==> src/rtl/seg7_pkg.sv <==
// -----------------------------------------------------------------------------
// seg7_pkg
// Shared definitions for the scanning 7-segment driver:
//   - 7-bit glyph constants, segment order {a,b,c,d,e,f,g} with a in bit 6
//   - scan state encoding used by seg7_scan_driver
// The optional hex glyphs (SEG_A..SEG_F) are selected by the encoder only when
// the HEX_GLYPHS_EN macro is defined.
// -----------------------------------------------------------------------------
package seg7_pkg;

  localparam logic [6:0] SEG_0   = 7'b1111110;
  localparam logic [6:0] SEG_1   = 7'b0110000;
  localparam logic [6:0] SEG_2   = 7'b1101101;
  localparam logic [6:0] SEG_3   = 7'b1111001;
  localparam logic [6:0] SEG_4   = 7'b0110011;
  localparam logic [6:0] SEG_5   = 7'b1011011;
  localparam logic [6:0] SEG_6   = 7'b1011111;
  localparam logic [6:0] SEG_7   = 7'b1110000;
  localparam logic [6:0] SEG_8   = 7'b1111111;
  localparam logic [6:0] SEG_9   = 7'b1111011;
  localparam logic [6:0] SEG_A   = 7'b1110111;
  localparam logic [6:0] SEG_B   = 7'b0011111;
  localparam logic [6:0] SEG_C   = 7'b1001110;
  localparam logic [6:0] SEG_D   = 7'b0111101;
  localparam logic [6:0] SEG_E   = 7'b1001111;
  localparam logic [6:0] SEG_F   = 7'b1000111;
  localparam logic [6:0] SEG_OFF = 7'b0000000;

  typedef enum logic [1:0] {
    IDLE  = 2'd0,
    BLANK = 2'd1,
    DRIVE = 2'd2
  } scan_state_e;

endpackage : seg7_pkg

==> src/rtl/seg7_scan_driver_if.sv <==
// -----------------------------------------------------------------------------
// seg7_scan_driver_if
// Bundle between the score/timer logic (master) and the scan driver (slave).
//   enable        master -> slave  1 = scan running, 0 = display dark
//   digits_in     master -> slave  nibble k = value for digit k
//   dp_in         master -> slave  bit k = decimal point for digit k
//   seven_segment slave -> master  {a,b,c,d,e,f,g,dp}, active-high
//   control       slave -> master  digit enables, active-low
//   frame_tick    slave -> master  pulse on each shadow capture
// -----------------------------------------------------------------------------
interface seg7_scan_driver_if #(
  parameter int NUM_DIGITS = 4
);

  logic                      enable;
  logic [4*NUM_DIGITS-1:0]   digits_in;
  logic [NUM_DIGITS-1:0]     dp_in;
  logic [7:0]                seven_segment;
  logic [NUM_DIGITS-1:0]     control;
  logic                      frame_tick;

  modport master (
    output enable, digits_in, dp_in,
    input  seven_segment, control, frame_tick
  );

  modport slave (
    input  enable, digits_in, dp_in,
    output seven_segment, control, frame_tick
  );

endinterface : seg7_scan_driver_if

==> src/rtl/seg7_glyph_encode.sv <==
// -----------------------------------------------------------------------------
// seg7_glyph_encode
// Combinational nibble -> 7-bit glyph {a..g}.
//   i_nibble  4-bit digit code
//   o_glyph   7-bit segment pattern, active-high, a in bit 6
// Codes A-F render as hex letters only when HEX_GLYPHS_EN is defined;
// otherwise they render blank.
// -----------------------------------------------------------------------------
module seg7_glyph_encode
  import seg7_pkg::*;
(
  input  logic [3:0] i_nibble,
  output logic [6:0] o_glyph
);

  // Glyph lookup; unlisted codes fall through to blank
  always_comb begin
    o_glyph = SEG_OFF;
    case (i_nibble)
      4'h0:    o_glyph = SEG_0;
      4'h1:    o_glyph = SEG_1;
      4'h2:    o_glyph = SEG_2;
      4'h3:    o_glyph = SEG_3;
      4'h4:    o_glyph = SEG_4;
      4'h5:    o_glyph = SEG_5;
      4'h6:    o_glyph = SEG_6;
      4'h7:    o_glyph = SEG_7;
      4'h8:    o_glyph = SEG_8;
      4'h9:    o_glyph = SEG_9;
`ifdef HEX_GLYPHS_EN
      4'hA:    o_glyph = SEG_A;
      4'hB:    o_glyph = SEG_B;
      4'hC:    o_glyph = SEG_C;
      4'hD:    o_glyph = SEG_D;
      4'hE:    o_glyph = SEG_E;
      4'hF:    o_glyph = SEG_F;
`endif
      default: o_glyph = SEG_OFF;
    endcase
  end

endmodule : seg7_glyph_encode

==> src/rtl/seg7_scan_driver.sv <==
// -----------------------------------------------------------------------------
// seg7_scan_driver
// Time-multiplexed driver for an N-digit 7-segment bank. Each digit slot is
// SCAN_DIV clocks: BLANK_CYCLES dark (anti-ghosting), then driven. The digit
// and decimal-point buses are shadowed once per frame so mid-frame updates
// never tear the display.
//   clk    system clock (rising edge)
//   rst_n  asynchronous active-low reset
//   bus    seg7_scan_driver_if.slave (enable, digits_in, dp_in in;
//          seven_segment, control, frame_tick out, all registered)
// Optional build macro: HEX_GLYPHS_EN (hex letters for codes A-F).
// -----------------------------------------------------------------------------
module seg7_scan_driver
  import seg7_pkg::*;
#(
  parameter int NUM_DIGITS   = 4,
  parameter int SCAN_DIV     = 50000,
  parameter int BLANK_CYCLES = 500
) (
  input  logic                 clk,
  input  logic                 rst_n,
  seg7_scan_driver_if.slave    bus
);

  localparam int CW = $clog2(SCAN_DIV);
  localparam int IW = (NUM_DIGITS > 1) ? $clog2(NUM_DIGITS) : 1;

  localparam logic [CW-1:0] C_BLANK_LAST = CW'(BLANK_CYCLES - 1);
  localparam logic [CW-1:0] C_SLOT_LAST  = CW'(SCAN_DIV - 1);
  localparam logic [IW-1:0] C_IDX_LAST   = IW'(NUM_DIGITS - 1);

  scan_state_e               r_state;
  logic [CW-1:0]             r_count;
  logic [IW-1:0]             r_index;
  logic [4*NUM_DIGITS-1:0]   r_shadow_digits;
  logic [NUM_DIGITS-1:0]     r_shadow_dp;
  logic [7:0]                r_seg;
  logic [NUM_DIGITS-1:0]     r_control;
  logic                      r_frame_tick;

  logic [3:0]                w_nibble;
  logic                      w_dp;
  logic [NUM_DIGITS-1:0]     w_onecold;
  logic [6:0]                w_glyph;

  // Select the current digit's shadow nibble/dp and build its one-cold enable
  always_comb begin
    w_nibble  = 4'h0;
    w_dp      = 1'b0;
    w_onecold = {NUM_DIGITS{1'b1}};
    for (int k = 0; k < NUM_DIGITS; k++) begin
      if (r_index == IW'(k)) begin
        w_nibble     = r_shadow_digits[4*k +: 4];
        w_dp         = r_shadow_dp[k];
        w_onecold[k] = 1'b0;
      end else begin
        w_onecold[k] = 1'b1;
      end
    end
  end

  seg7_glyph_encode u_glyph (
    .i_nibble (w_nibble),
    .o_glyph  (w_glyph)
  );

  // Scan FSM; pins are registered from the pre-edge state, so they trail the
  // state register by one clock, except enable=0 which darkens on the next edge
  always_ff @(posedge clk or negedge rst_n) begin
    if (!rst_n) begin
      r_state         <= IDLE;
      r_count         <= {CW{1'b0}};
      r_index         <= {IW{1'b0}};
      r_shadow_digits <= {(4*NUM_DIGITS){1'b0}};
      r_shadow_dp     <= {NUM_DIGITS{1'b0}};
      r_seg           <= 8'h00;
      r_control       <= {NUM_DIGITS{1'b1}};
      r_frame_tick    <= 1'b0;
    end else begin
      r_frame_tick <= 1'b0;
      if (!bus.enable) begin
        // Shadow is deliberately kept so re-enable does not flash stale zeros
        r_state   <= IDLE;
        r_count   <= {CW{1'b0}};
        r_index   <= {IW{1'b0}};
        r_seg     <= 8'h00;
        r_control <= {NUM_DIGITS{1'b1}};
      end else begin
        case (r_state)
          IDLE: begin
            r_state         <= BLANK;
            r_count         <= {CW{1'b0}};
            r_index         <= {IW{1'b0}};
            r_shadow_digits <= bus.digits_in;
            r_shadow_dp     <= bus.dp_in;
            r_frame_tick    <= 1'b1;
            r_seg           <= 8'h00;
            r_control       <= {NUM_DIGITS{1'b1}};
          end
          BLANK: begin
            r_seg     <= 8'h00;
            r_control <= {NUM_DIGITS{1'b1}};
            r_count   <= r_count + CW'(1);
            if (r_count == C_BLANK_LAST) begin
              r_state <= DRIVE;
            end else begin
              r_state <= BLANK;
            end
          end
          DRIVE: begin
            r_seg     <= {w_glyph, w_dp};
            r_control <= w_onecold;
            if (r_count == C_SLOT_LAST) begin
              r_count <= {CW{1'b0}};
              r_state <= BLANK;
              if (r_index == C_IDX_LAST) begin
                // Frame boundary: latch the next frame's digits
                r_index         <= {IW{1'b0}};
                r_shadow_digits <= bus.digits_in;
                r_shadow_dp     <= bus.dp_in;
                r_frame_tick    <= 1'b1;
              end else begin
                r_index <= r_index + IW'(1);
              end
            end else begin
              r_count <= r_count + CW'(1);
            end
          end
          default: begin
            r_state   <= IDLE;
            r_count   <= {CW{1'b0}};
            r_index   <= {IW{1'b0}};
            r_seg     <= 8'h00;
            r_control <= {NUM_DIGITS{1'b1}};
          end
        endcase
      end
    end
  end

  assign bus.seven_segment = r_seg;
  assign bus.control       = r_control;
  assign bus.frame_tick    = r_frame_tick;

endmodule : seg7_scan_driver

==> src/flat_wrapper.sv <==
// flat-port wrapper written by rule: the top's interface ports become plain ports
module seg7_scan_driver_flat import seg7_pkg::*;
#(
  parameter int NUM_DIGITS   = 4,
  parameter int SCAN_DIV     = 50000,
  parameter int BLANK_CYCLES = 500
)
  (clk, rst_n, bus_enable, bus_digits_in, bus_dp_in, bus_seven_segment, bus_control, bus_frame_tick);
  seg7_scan_driver_if #(.NUM_DIGITS(NUM_DIGITS)) bus_i ();
  input  logic clk;
  input  logic rst_n;
  input wire logic [$bits(bus_i.enable)-1:0] bus_enable;
  input wire logic [$bits(bus_i.digits_in)-1:0] bus_digits_in;
  input wire logic [$bits(bus_i.dp_in)-1:0] bus_dp_in;
  output wire logic [$bits(bus_i.seven_segment)-1:0] bus_seven_segment;
  output wire logic [$bits(bus_i.control)-1:0] bus_control;
  output wire logic [$bits(bus_i.frame_tick)-1:0] bus_frame_tick;
  assign bus_i.enable = bus_enable;
  assign bus_i.digits_in = bus_digits_in;
  assign bus_i.dp_in = bus_dp_in;
  assign bus_seven_segment = bus_i.seven_segment;
  assign bus_control = bus_i.control;
  assign bus_frame_tick = bus_i.frame_tick;
  seg7_scan_driver #(.NUM_DIGITS(NUM_DIGITS), .SCAN_DIV(SCAN_DIV), .BLANK_CYCLES(BLANK_CYCLES)) u_core (.clk(clk), .rst_n(rst_n), .bus(bus_i));
endmodule
==> config.mk <==
export PLATFORM = sky130hd
export DESIGN_NAME = seg7_scan_driver_flat
export DESIGN_NICKNAME = d
export VERILOG_FILES = /design/src/rtl/seg7_pkg.sv /design/src/rtl/seg7_scan_driver_if.sv /design/src/rtl/seg7_glyph_encode.sv /design/src/rtl/seg7_scan_driver.sv /design/src/flat_wrapper.sv
export SDC_FILE = /design/constraint.sdc
export NUM_CORES = 1
export LEC_CHECK = 0
export CAP_MARGIN = 10
export CELL_PAD_IN_SITES_DETAIL_PLACEMENT = 1
export CELL_PAD_IN_SITES_GLOBAL_PLACEMENT = 1
export CORE_MARGIN = 2
export CORE_UTILIZATION = 44
export DETAILED_ROUTE_END_ITERATION = 7
export PLACE_DENSITY_LB_ADDON = 0.1
export RECOVER_POWER = 100
export SLEW_MARGIN = 20
export SYNTH_ARGS = -nofsm -noshare
export SYNTH_HDL_FRONTEND = slang
export SYNTH_SLANG_ARGS = --single-unit
==> constraint.sdc <==
create_clock -name clk -period 2.7 [get_ports clk]
set_clock_uncertainty 0.1 [all_clocks]
set_input_delay 0.27 -clock clk [delete_from_list [all_inputs] [get_ports clk]]
set_output_delay 0.27 -clock clk [all_outputs]
set_load 0.01 [all_outputs]
## After elaboration in Yosys (flattened, before gate mapping)

Memories as Yosys holds them, arrays and structs flattened.
Cells that the tools add are included.

- Mux-type cells: 37
- Equal/unequal tests: 11
- Order comparisons: 0
- Reductions and logical operators: 5
- $mul: 0
- Shift-type cells: 0
- Divide/modulo/power cells: 0
- Bitwise operators: 0
- Add/subtract/negate cells: 2

Operators with widths:

| cell | count |
|---|---|
| $mux W16 | 4 |
| $pmux W16 S2 | 2 |
| $mux W4 | 8 |
| $add A16 B1 Y16 const B | 1 |
| $eq A16 B16 Y1 const B | 1 |
| $eq A16 B9 Y1 const B | 1 |
| $mux W8 | 2 |
| $mux W2 | 6 |
| $mux W1 | 11 |
| $pmux W4 S2 | 1 |
| $eq A2 B2 Y1 const B | 3 |
| $pmux W2 S3 | 1 |
| $eq A2 B1 Y1 const B | 2 |
| $logic_not A2 Y1 | 2 |
| $ne A2 B1 Y1 const B | 2 |
| $pmux W2 S2 | 1 |
| $reduce_and A4 Y1 | 1 |
| $ne A3 B2 Y1 const B | 1 |
| $add A2 B1 Y2 const B | 1 |
| $ne A2 B2 Y1 const B | 1 |
| $pmux W1 S2 | 1 |
| $reduce_and A2 Y1 | 1 |
| $reduce_bool A2 Y1 | 1 |

- Memory bits (read-only): 112
- Bits in latches: 0
- Output and inout port bits: 13
- Memories kept: 1
- Input bits: 23
- Bits in writable memories: 0
- Register bits after elaboration: 53
- Logic and storage cells: 64

Memory list:

| memory | words | bits a word | read ports | clocked after Yosys merged registers in | write ports | line | text |
|---|---|---|---|---|---|---|---|
| (no name shown) | 16 | 7 | 1 | 0 | 0 | seg7_glyph_encode.sv:19 | `case (i_nibble)` |

## Longest topological paths before layout

Gate-level depths: netlist of the first run.
An unclocked memory read counts as a cell.

- Word-level depth: 8
- Depth in mapped cells: 10
- Gate-level depth less buffers: 10

## Hierarchy

A second synthesis of the first run with hierarchy kept.

- Cell total of the unflattened synthesis: 238
- Area, all modules: 2656.3 um^2

Modules (own cells, without submodules):

| module | cells an instance | area each (um^2) | instances | sequential area each (um^2) |
|---|---|---|---|---|
| seg7_scan_driver | 210 | 2437.3 | 1 | 1331.3 |
| seg7_glyph_encode | 28 | 219.0 | 1 | 0.0 |

## Worst setup path after synthesis of the first run

OpenSTA, ideal clock, no wires.

- Path kind: register -> register
- Start point: register u_core.r_index[0]
- End point: register u_core.r_seg[3], in the netlist u_core.bus.seven_segment[3]
- Arrival: 2.139 ns
- Library setup time: 0.122 ns
- Clock period less this slack: 2.360 ns
- Required time: 2.478 ns
- Cell stages (with the launch flop): 10
- Path slack: 0.340 ns
- Buffers on the path: 0
- Path through: dfrtp_1 inv_1 ha_1 or2_1 a221o_1 o221ai_1 inv_1 ha_1 mux2_2 a32o_1

- Cells in the longest elaborated chain, start to end: 8
- Elaborated cells between the ends (all ways): 11
- Classes of those cells: 3 x eq/ne; 6 x mux; 1 x reduce/logical; 1 x memory

Ends and longest elaborated chain:

| what | line | text |
|---|---|---|
| from (decl) | seg7_scan_driver.sv:34 | `logic [IW-1:0] r_index;` |
| from (signal assigned) | seg7_scan_driver.sv:73 | `r_index <= {IW{1'b0}};` |
| from (signal assigned) | seg7_scan_driver.sv:85 | `r_index <= {IW{1'b0}};` |
| from (signal assigned) | seg7_scan_driver.sv:93 | `r_index <= {IW{1'b0}};` |
| $logic_not A2 Y1 | seg7_scan_driver.sv:52 | `if (r_index == IW'(k)) begin` |
| $mux W4 (3 in a row) | seg7_scan_driver.sv:52 |  |
| $mux W4 (*) | seg7_scan_driver.sv:52 |  |
| $mem_v2 Z16 W7 (*) | n/a |  |
| $mux W8 (*) | seg7_scan_driver.sv:89 | `case (r_state)` |
| $mux W8 (*) | seg7_scan_driver.sv:81 | `if (!bus.enable) begin` |
| to (signal assigned) | seg7_scan_driver.sv:111 | `r_seg <= {w_glyph, w_dp};` |
| to (decl) | seg7_scan_driver.sv:37 | `logic [7:0] r_seg;` |

Every way passes the cells marked *; elsewhere a longest branch is shown, timed or not.
A chain may end at the register's enable or synchronous reset.

## Final worst setup path of the first run

Same ends and word-level chain as after synthesis.

==> results of run 1 <==
-- power breakdown --
part           internal [W]  switching (W)
sequential         0.000845      0.0000324
combinational      0.000114       0.000109
clock              0.000184       0.000265
total               0.00114       0.000407
-- how the worst max path moves through the flow --
stage                            from                     endpoint  slack, ns  cells past startpoint
floorplan           u_core.r_index[0]  u_core.bus.seven_segment[3]       0.34                      9
global placement    u_core.r_index[1]  u_core.bus.seven_segment[3]       0.38                      9
detailed placement  u_core.r_index[0]  u_core.bus.seven_segment[3]       0.27                      9
CTS                 u_core.r_index[0]  u_core.bus.seven_segment[3]       0.23                      9
global route        u_core.r_index[0]  u_core.bus.seven_segment[6]       0.09                      7
finish              u_core.r_index[0]  u_core.bus.seven_segment[3]       0.25                      9
-- synth_stat cells, types with 2 or more instances --
library cell,n,share of area (%)
a21o_1,2,0.55
a21oi_1,4,0.73
a221o_1,3,1.1
a31o_2,3,0.96
and2_1,2,0.46
and3_1,3,0.68
buf_12,2,1.5
buf_2,3,0.55
dfrtp_1,49,45
dfstp_2,4,3.8
ha_1,14,6.4
inv_1,9,1.2
mux2_4,20,11
mux2i_1,2,0.73
nand2_1,19,2.6
nand3_1,8,1.5
nand3b_1,2,0.55
nand4_1,4,0.91
nor2_1,23,3.1
nor2b_1,2,0.46
nor3_1,3,0.55
o21ai_0,4,0.73
o221ai_1,3,0.96
xnor2_1,6,1.9
xor2_1,8,2.6
-- cell families after synthesis --
family / share of synthesized area, %
AO/OA/AOI/OAI: 8.29
AND/OR/NAND/NOR: 16.7
multiplexers: 12.1
flip-flops: 48.5
adder cells (fa/ha/maj): 6.38
XOR/XNOR: 4.46
buffers and inverters: 3.64
-- flip-flops by register name, indices dropped and copies added (netlist names) --
register,cells
u_core.r_count,16
u_core.r_shadow_digits,16
u_core.bus.seven_segment,8
u_core.bus.control,4
u_core.r_shadow_dp,4
u_core.r_index,2
u_core.r_state,2
u_core.bus.frame_tick,1
-- area by class of cell --
| type | instances | area, µm² | area share (%) |
|---|---|---|---|
| Clock inverter | 1 | 7.51 | 0.238 |
| Timing Repair Buffer | 39 | 375 | 11.9 |
| Inverter | 9 | 33.8 | 1.07 |
| Clock buffer | 7 | 76.3 | 2.42 |
| Sequential cell | 53 | 1330 | 42.2 |
| Tap cell | 75 | 93.8 | 2.97 |
| Multi-Input combinational cell | 159 | 1240 | 39.2 |
-- through the flow --
step | util, % | cells
floorplan | - | 228
global route | 52.7 | 343
detailed placement | 52.5 | 334
finish | 52.7 | 343
global placement | 52.5 | 334
CTS | 54.0 | 343
-- worst max-delay path, delay by kind of cell (launching register included) --
kind / cells / cell delay (ns)
AO/OA/AOI/OAI: 3 / 0.58
AND/OR/NAND/NOR: 1 / 0.26
flip-flops: 1 / 0.42
multiplexers: 1 / 0.27
buffers and inverters: 2 / 0.21
adder cells (fa/ha/maj): 2 / 0.51
-- per-layer routing --
layer / part of all wire [%] / vias up / routed length (µm)
met5: 0 / - / 0
met4: 1.3 / 0 / 73
met3: 3.8 / 10 / 217
met2: 47 / 36 / 2680
met1: 48 / 923 / 2760
li1: - / 877 / -
==> out/qor.csv, run 1 <==
metric,value,unit
cts_setup_buffers,0,
synth_area_per_cell,12.1,µm²
drv_cap,0,
hold-worst-slack,0.370,ns
final_common_cell,dfrtp_1,
path_cells,inv_1 -> ha_1 -> or2_0 -> a221o_1 -> o221ai_1 -> inv_1 -> ha_1 -> mux2_2 -> a32o_1,
die_h,83.0,µm
grt_first_pass_wirelength,9890,µm
grt_util_met1,24.6,%
area_growth,14.8,%
grt_pass1_vias,1971,
place_congestion,0.767,
cts-resized-gates,0,
fin_tns_setup,0,ns
peakVddDrop,0.000342,V
drv_slew,0,
core,5990,µm²
rr_worst_depth,9,
drt-total-wl,5720,µm
synth_area,2750,µm²
num_vias,1846,
hp-class,flip-flop to flip-flop,
dieArea,6890,µm²
grt.total_usage,17.9,%
finalHoldViolCount,0,
synth_warnings,0,
start_util,45.9,%
met2_usage,27.8,%
drtIter0Drc,86,
antenna_cells,0,
first_pass_iters,4,
placed_cell_area,3140,µm²
fp.dieW,83.0,µm
antenna_found_initial,0,
critPathCaptureType,flip-flop,
period_needed,2.45,ns
fin_area,3160,µm²
crit_path_max_incr_delay,0.42,ns
grt_start_max_net_pins,54,
ant_nets,0,
path_clk_slew,0.10,ns
finalCritPeriodShare,90.7,%
routedWlPerCell,16.7,µm
ys_ff_latch,53,
status,"finished, final reports clean",
critPathLaunchType,flip-flop,
arrival,2.56,ns
ctsHoldBuffers,1,
hp-start,u_core.r_count[0],
layout_common_cells,"dfrtp_1 (49), nor2_1 (23), clkdlybuf4s50_1 (21)",
worst_path_max_delay_cell,dfrtp_1,
total_power,0.00155,W
clockBufferDepth,2,
nets,304,
row_count,28,
hold_path_depth,1,
grt-busiest-layer,met2,
r2r_slack,0.25,ns
cp.required,2.81,ns
cts_root_buffer,clkbuf_8,
min_to,u_core.r_count[0],
yosysUniqueCellTypes,51,
numCtsBuffers,5,
io_buffers,35,
dp_slack,0.268,ns
fin_ws,0.250,ns
grtUsageMet3,4.97,%
synth-async-reset-ratio,100,%
syn_nets,265,
p_leak,1.36,nW
path_max_fanout,7,
crit_type,flip-flop to flip-flop,
vias_per_cell,5.38,
clk_latency,0.32,ns
post-dp-hpwl,4070,µm
grt.overflow.total,0,
clock_sinks,53,
setup_viol,0,
max_freq,408,MHz
pin_count,36,
rsz0062_at_grt,false,
layout-drive-gt1-share,9.70,%
synth_edf_count,0,
power_density,491,nW/µm²
ys.flop_type,dfrtp_1,
h-tree-depth,2,
nFillCells,652,
worstMarginPinSlew,1.33,ns
drc,0,
yosysSeqAreaShare,48.5,%
reg2reg_to,u_core.bus.seven_segment[3],
tritoncts,built,
relSlewSlack,11.2,%
syn_inst,228,
rr_startpoint,u_core.r_index[0],
No activity file was read; power rests on OpenSTA's default activity.
==> run 2: changes to the inputs <==
- SETUP_SLACK_MARGIN: unset -> 0.1
==> run 2 against run 1 <==
Net effect:
- critical path depth is 1 lower
- largest power group unchanged
- non-clock buffer count stayed put
- combinational power hardly changed
- global-route usage stayed put
- core utilization is 0.063 points lower
- final cell count stayed put
- first-iteration DRC count is 3.5% lower
- die area stayed put
- via count is 0.16% higher
- worst setup slack worse by 0.021 ns
- wire length is 1.5% higher
==> out/qor.csv, run 2 (synthesis results as in run 1) <==
metric,value,unit,change
fin_ws,0.229,ns,was 0.250 ns
core,5990,µm²,unchanged
h-tree-depth,2,,unchanged
layout_common_cells,"dfrtp_1 (49), nor2_1 (23), clkdlybuf4s50_1 (21)",,unchanged
crit_type,flip-flop to flip-flop,,unchanged
path_clk_slew,0.10,ns,about the same
path_cells,ha_1 -> inv_1 -> nand2_1 -> o221ai_1 -> inv_1 -> ha_1 -> mux2_2 -> a32o_1,,was inv_1 -> ha_1 -> or2_0 -> a221o_1 -> o221ai_1 -> inv_1 -> ha_1 -> mux2_2 -> a32o_1
finalCritPeriodShare,91.5,%,was 90.7%
power_frac_seq,56.6,%,about the same
finalHoldViolCount,0,,unchanged
worstMarginPinSlew,1.34,ns,was 1.33 ns
row_count,28,,unchanged
cp.buffers_inverters,2,,unchanged
critPathLaunchType,flip-flop,,unchanged
rr_startpoint,u_core.r_index[0],,unchanged
numCtsBuffers,5,,unchanged
drc,0,,unchanged
antenna_cells,0,,unchanged
peakVddDrop,0.000343,V,was 0.000342 V
path_max_fanout,7,,unchanged
period_needed,2.47,ns,was 2.45 ns
grt.overflow.total,0,,unchanged
fin_area,3150,µm²,was 3160 µm²
clock_sinks,53,,unchanged
placed_cell_area,3140,µm²,unchanged
cp.required,2.81,ns,about the same
pwr-share-clk,29.0,%,about the same
antenna_found_initial,0,,unchanged
clockBufferDepth,2,,unchanged
p_leak,1.35,nW,was 1.36 nW
combPwrFrac,14.4,%,about the same
cts_root_buffer,clkbuf_8,,unchanged
max_freq,405,MHz,was 408 MHz
clk_latency,0.32,ns,about the same
placed_cells,334,,unchanged
drv_cap,0,,unchanged
tritoncts,built,,unchanged
critPathLaunch,u_core.r_index[0],,unchanged
first_pass_iters,4,,unchanged
p_int,0.00114,W,about the same
grt.total_usage,17.9,%,unchanged
post-dp-hpwl,4070,µm,unchanged
grt_first_pass_wirelength,9890,µm,unchanged
layout-drive-gt1-share,9.70,%,unchanged
stdcell_count,343,,unchanged
p_sw,0.000411,W,was 0.000407 W
worst_path_max_delay_cell,dfrtp_1,,unchanged
arrival,2.58,ns,was 2.56 ns
relSlewSlack,10.4,%,was 11.2%
num_vias,1849,,was 1846
ant_nets,0,,unchanged
routedWlPerCell,16.9,µm,was 16.7 µm
grt_pass1_vias,1971,,unchanged
drt-total-wl,5810,µm,was 5720 µm
place_congestion,0.767,,unchanged
dp_slack,0.268,ns,unchanged
setup_viol,0,,unchanged
drv_slew,0,,unchanged
fp.dieW,83.0,µm,unchanged
vias_per_cell,5.39,,was 5.38
nets,304,,unchanged
area_growth,14.7,%,was 14.8%
drtIter0Drc,83,,was 86
start_util,45.9,%,unchanged
final_common_cell,dfrtp_1,,unchanged
grt_start_max_net_pins,54,,unchanged
status,"finished, final reports clean",,unchanged
hp-start,u_core.r_count[0],,unchanged
power_density,493,nW/µm²,was 491 nW/µm²
fin_tns_setup,0,ns,unchanged
power_switching_share,26.4,%,was 26.2%
dieArea,6890,µm²,unchanged
io_buffers,35,,unchanged
rsz0062_at_grt,true,,was false
pin_count,36,,unchanged
die_h,83.0,µm,unchanged
critPathCaptureType,flip-flop,,unchanged
crit_path_max_incr_delay,0.43,ns,was 0.42 ns
total_power,0.00155,W,about the same
path_delay_family,adder cells,,was compound AO/OA/AOI/OAI gates
hp-class,flip-flop to flip-flop,,unchanged
cts_setup_buffers,0,,unchanged
-- run 2: path summary, 6_finish.rpt --
kind                                                     to  slack, ns  cells after the start
worst max register to register  u_core.bus.seven_segment[3]       0.23                      8
worst max-delay path            u_core.bus.seven_segment[3]       0.23                      8
worst min-delay path                      u_core.r_count[0]       0.37                      1
min in group asynchronous       u_core.bus.seven_segment[1]       0.75                      3
max in group asynchronous         u_core.r_shadow_digits[8]       0.92                      3
worst min register to register            u_core.r_count[0]       0.37                      1
-- run 2: cell type report --
cell class              count  area [µm²]
multi-input cells         159        1240
inverters                   9        33.8
clock buffers               7        76.3
fillers                   652        2840
flip-flops and latches     53        1330
well taps                  75        93.8
repair buffers             39         373
clock inverters             1        7.51
-- run 2: metrics by stage --
step	util, %	hold slack [ns]
after floorplan	-	-0.126
after global placement	52.5	0.335
after detailed placement	52.5	0.343
after CTS	54.0	0.374
after global routing	52.6	0.420
final	52.6	0.370
-- run 2: worst reg2reg max path, stage by stage (launching register included) --
cell and delay (ns):
dfrtp_1 0.43, ha_1 0.31, inv_1 0.27, nand2_1 0.19, o221ai_1 0.25, inv_1 0.11, ha_1 0.23, mux2_2 0.27
a32o_1 0.21
-- run 2: repair_timing --
item	4_1_cts	5_1_grt
resized for setup	0	1
setup endpoints to repair	0	2
hold buffers	1	0
hold endpoints to repair	42	0
-- run 2: layer usage --
layer  up-vias  GRT usage [%]  wire (µm)  share of wire (%)
met3        10           4.97        212                3.7
met1       930           24.6       2810                 48
met2        34           27.8       2710                 47
met4         0           5.07         73                1.3
met5         -              0          0                  0
li1        875              -          -                  -
-- run 2: power groups by stage --
stage | logic (W) | registers [W] | clock network [W]
floorplan | 0.000185 | 0.000882 | 0
global placement | 0.000262 | 0.000897 | 0
detailed placement | 0.000266 | 0.000896 | 0
CTS | 0.000273 | 0.000881 | 0.000470
global route | 0.000248 | 0.000884 | 0.000493
finish | 0.000223 | 0.000879 | 0.000451
==> run 3: changes to the inputs <==
- CORE_UTILIZATION: 44 -> 48
- PLACE_DENSITY: unset -> 0.95
- PLACE_DENSITY_LB_ADDON: 0.1 -> unset
- clock period: 2.7 -> 3.11 ns (I/O delays scaled with it)
==> run 3 against run 2 <==
Net effect:
- final cell count decreased by 1.7%
- wire length increased by 17%
- largest power group unchanged
- via count increased by 4.9%
==> out/qor.csv, run 3 (synthesis results as in run 1) <==
metric,value,unit,change
path_clk_slew,0.09,ns,was 0.10 ns
layout_common_cells,"dfrtp_1 (49), nor2_1 (23), clkdlybuf4s50_1 (21)",,unchanged
drv_slew,0,,unchanged
power_density,432,nW/µm²,was 493 nW/µm²
setup_viol,0,,unchanged
critPathCaptureType,flip-flop,,unchanged
grt_first_pass_wirelength,11100,µm,was 9890 µm
nets,301,,was 304
post-dp-hpwl,4670,µm,was 4070 µm
drv_cap,0,,unchanged
placed_cell_area,3120,µm²,was 3140 µm²
finalHoldViolCount,0,,unchanged
power_switching_share,26.8,%,was 26.4%
cp.required,3.19,ns,was 2.81 ns
hp-class,flip-flop to flip-flop,,unchanged
p_leak,1.34,nW,was 1.35 nW
tritoncts,built,,unchanged
clk_latency,0.31,ns,was 0.32 ns
pwr-share-clk,28.6,%,was 29.0%
crit_path_max_incr_delay,0.42,ns,was 0.43 ns
row_count,27,,was 28
path_max_fanout,20,,was 7
start_util,49.9,%,was 45.9%
pin_count,36,,unchanged
layout-drive-gt1-share,9.06,%,was 9.70%
die_h,79.7,µm,was 83.0 µm
max_freq,371,MHz,was 405 MHz
r2r_slack,0.41,ns,was 0.23 ns
grt.overflow.total,0,,unchanged
drc,0,,unchanged
ant_nets,0,,unchanged
routedWlPerCell,20.1,µm,was 16.9 µm
nFillCells,590,,was 652
worstMarginPinSlew,1.32,ns,was 1.34 ns
relSlewSlack,12.0,%,was 10.4%
critPathLaunchType,flip-flop,,unchanged
cts_root_buffer,clkbuf_8,,unchanged
drt-total-wl,6770,µm,was 5810 µm
power_frac_seq,56.8,%,was 56.6%
p_sw,0.000362,W,was 0.000411 W
worst_path_max_delay_cell,o211a_4,,was dfrtp_1
multi_input_area,1220,µm²,was 1240 µm²
antenna_cells,0,,unchanged
grt_start_max_net_pins,54,,unchanged
final_common_cell,dfrtp_1,,unchanged
antenna_found_initial,0,,unchanged
fin_area,3120,µm²,was 3150 µm²
p_int,0.000986,W,was 0.00114 W
drtIter0Drc,97,,was 83
area_growth,13.5,%,was 14.7%
crit_type,flip-flop to flip-flop,,unchanged
fp.dieW,79.7,µm,was 83.0 µm
grt_pass1_vias,2106,,was 1971
numCtsBuffers,5,,unchanged
path_cells,ha_1 -> and3_1 -> nand4_1 -> o21ai_0 -> o211a_4 -> mux2_1,,was ha_1 -> inv_1 -> nand2_1 -> o221ai_1 -> inv_1 -> ha_1 -> mux2_2 -> a32o_1
fin_tns_setup,0,ns,unchanged
arrival,2.78,ns,was 2.58 ns
first_pass_iters,4,,unchanged
place_congestion,0.858,,was 0.767
combPwrFrac,14.6,%,was 14.4%
num_vias,1940,,was 1849
vias_per_cell,5.76,,was 5.39
dieArea,6350,µm²,was 6890 µm²
finalCritPeriodShare,86.7,%,was 91.5%
cts_setup_buffers,0,,unchanged
core,5510,µm²,was 5990 µm²
h-tree-depth,2,,unchanged
io_buffers,35,,unchanged
peakVddDrop,0.000275,V,was 0.000343 V
clockBufferDepth,2,,unchanged
regArea,1330,µm²,unchanged
period_needed,2.70,ns,was 2.47 ns
grt.total_usage,23.3,%,was 17.9%
status,"finished, final reports clean",,unchanged
rsz0062_at_grt,false,,was true
clock_sinks,53,,unchanged
## run 3: timing repair
| action | CTS | global route |
|---|---|---|
| endpoints found under the setup margin | 0 | 1 |
| hold buffers | 0 | 1 |
| gates resized for setup | 0 | 1 |
| hold endpoints to repair | 0 | 49 |
## run 3: layer usage
layer | vias up | part of all wire [%] | track usage (%) | routed length, µm
li1 | 876 | - | - | -
met3 | 18 | 3.2 | 3.05 | 217
met1 | 987 | 43 | 29.8 | 2930
met4 | 0 | 2.7 | 10.0 | 180
met2 | 59 | 51 | 39.6 | 3440
met5 | - | 0 | 0 | 0
## run 3: worst paths after layout
kind | from | to | depth (start not counted)
max in group asynchronous | rst_n | u_core.bus.seven_segment[0] | 2
min in group asynchronous | rst_n | u_core.r_count[8] | 2
hold reg to reg | u_core.r_count[0] | u_core.r_count[0] | 1
setup reg to reg | u_core.r_count[0] | u_core.r_shadow_dp[0] | 6
setup / recovery | u_core.r_count[0] | u_core.r_shadow_dp[0] | 6
hold / removal | u_core.r_count[0] | u_core.r_count[0] | 1
## run 3: through the flow
step                setup slack, ns  total power [W]  utilization, %  std cells  hold slack [ns]
floorplan                     0.750         0.000926               -        228          -0.0846
global placement              0.628         0.000992            56.6        328            0.351
detailed placement            0.285          0.00101            56.6        328            0.370
CTS                           0.245          0.00139            58.1        336            0.171
global route                  0.244          0.00140            56.6        337            0.404
finish                        0.412          0.00135            56.6        337            0.386
## run 3: cell type report
class	instances	share of cell area, %
repair buffers	36	11.4
clock buffers	6	2.33
multi-input cells	159	39.3
flip-flops and latches	53	42.7
clock inverters	2	0.321
inverters	9	1.08
well taps	72	2.89
## run 3: worst max-delay path, delay by kind of cell, from the launching register on
family	cells	cell delay, ns
AND/OR/NAND/NOR	2	0.68
flip-flops	1	0.39
adder cells (fa/ha/maj)	1	0.23
AO/OA/AOI/OAI	2	0.78
multiplexers	1	0.38
## run 3: power groups by stage
stage	logic, W	clock network, W	registers, W
finish	0.000197	0.000385	0.000766
CTS	0.000232	0.000390	0.000768
global placement	0.000213	0	0.000779
detailed placement	0.000229	0	0.000780
global route	0.000217	0.000417	0.000770
floorplan	0.000161	0	0.000766
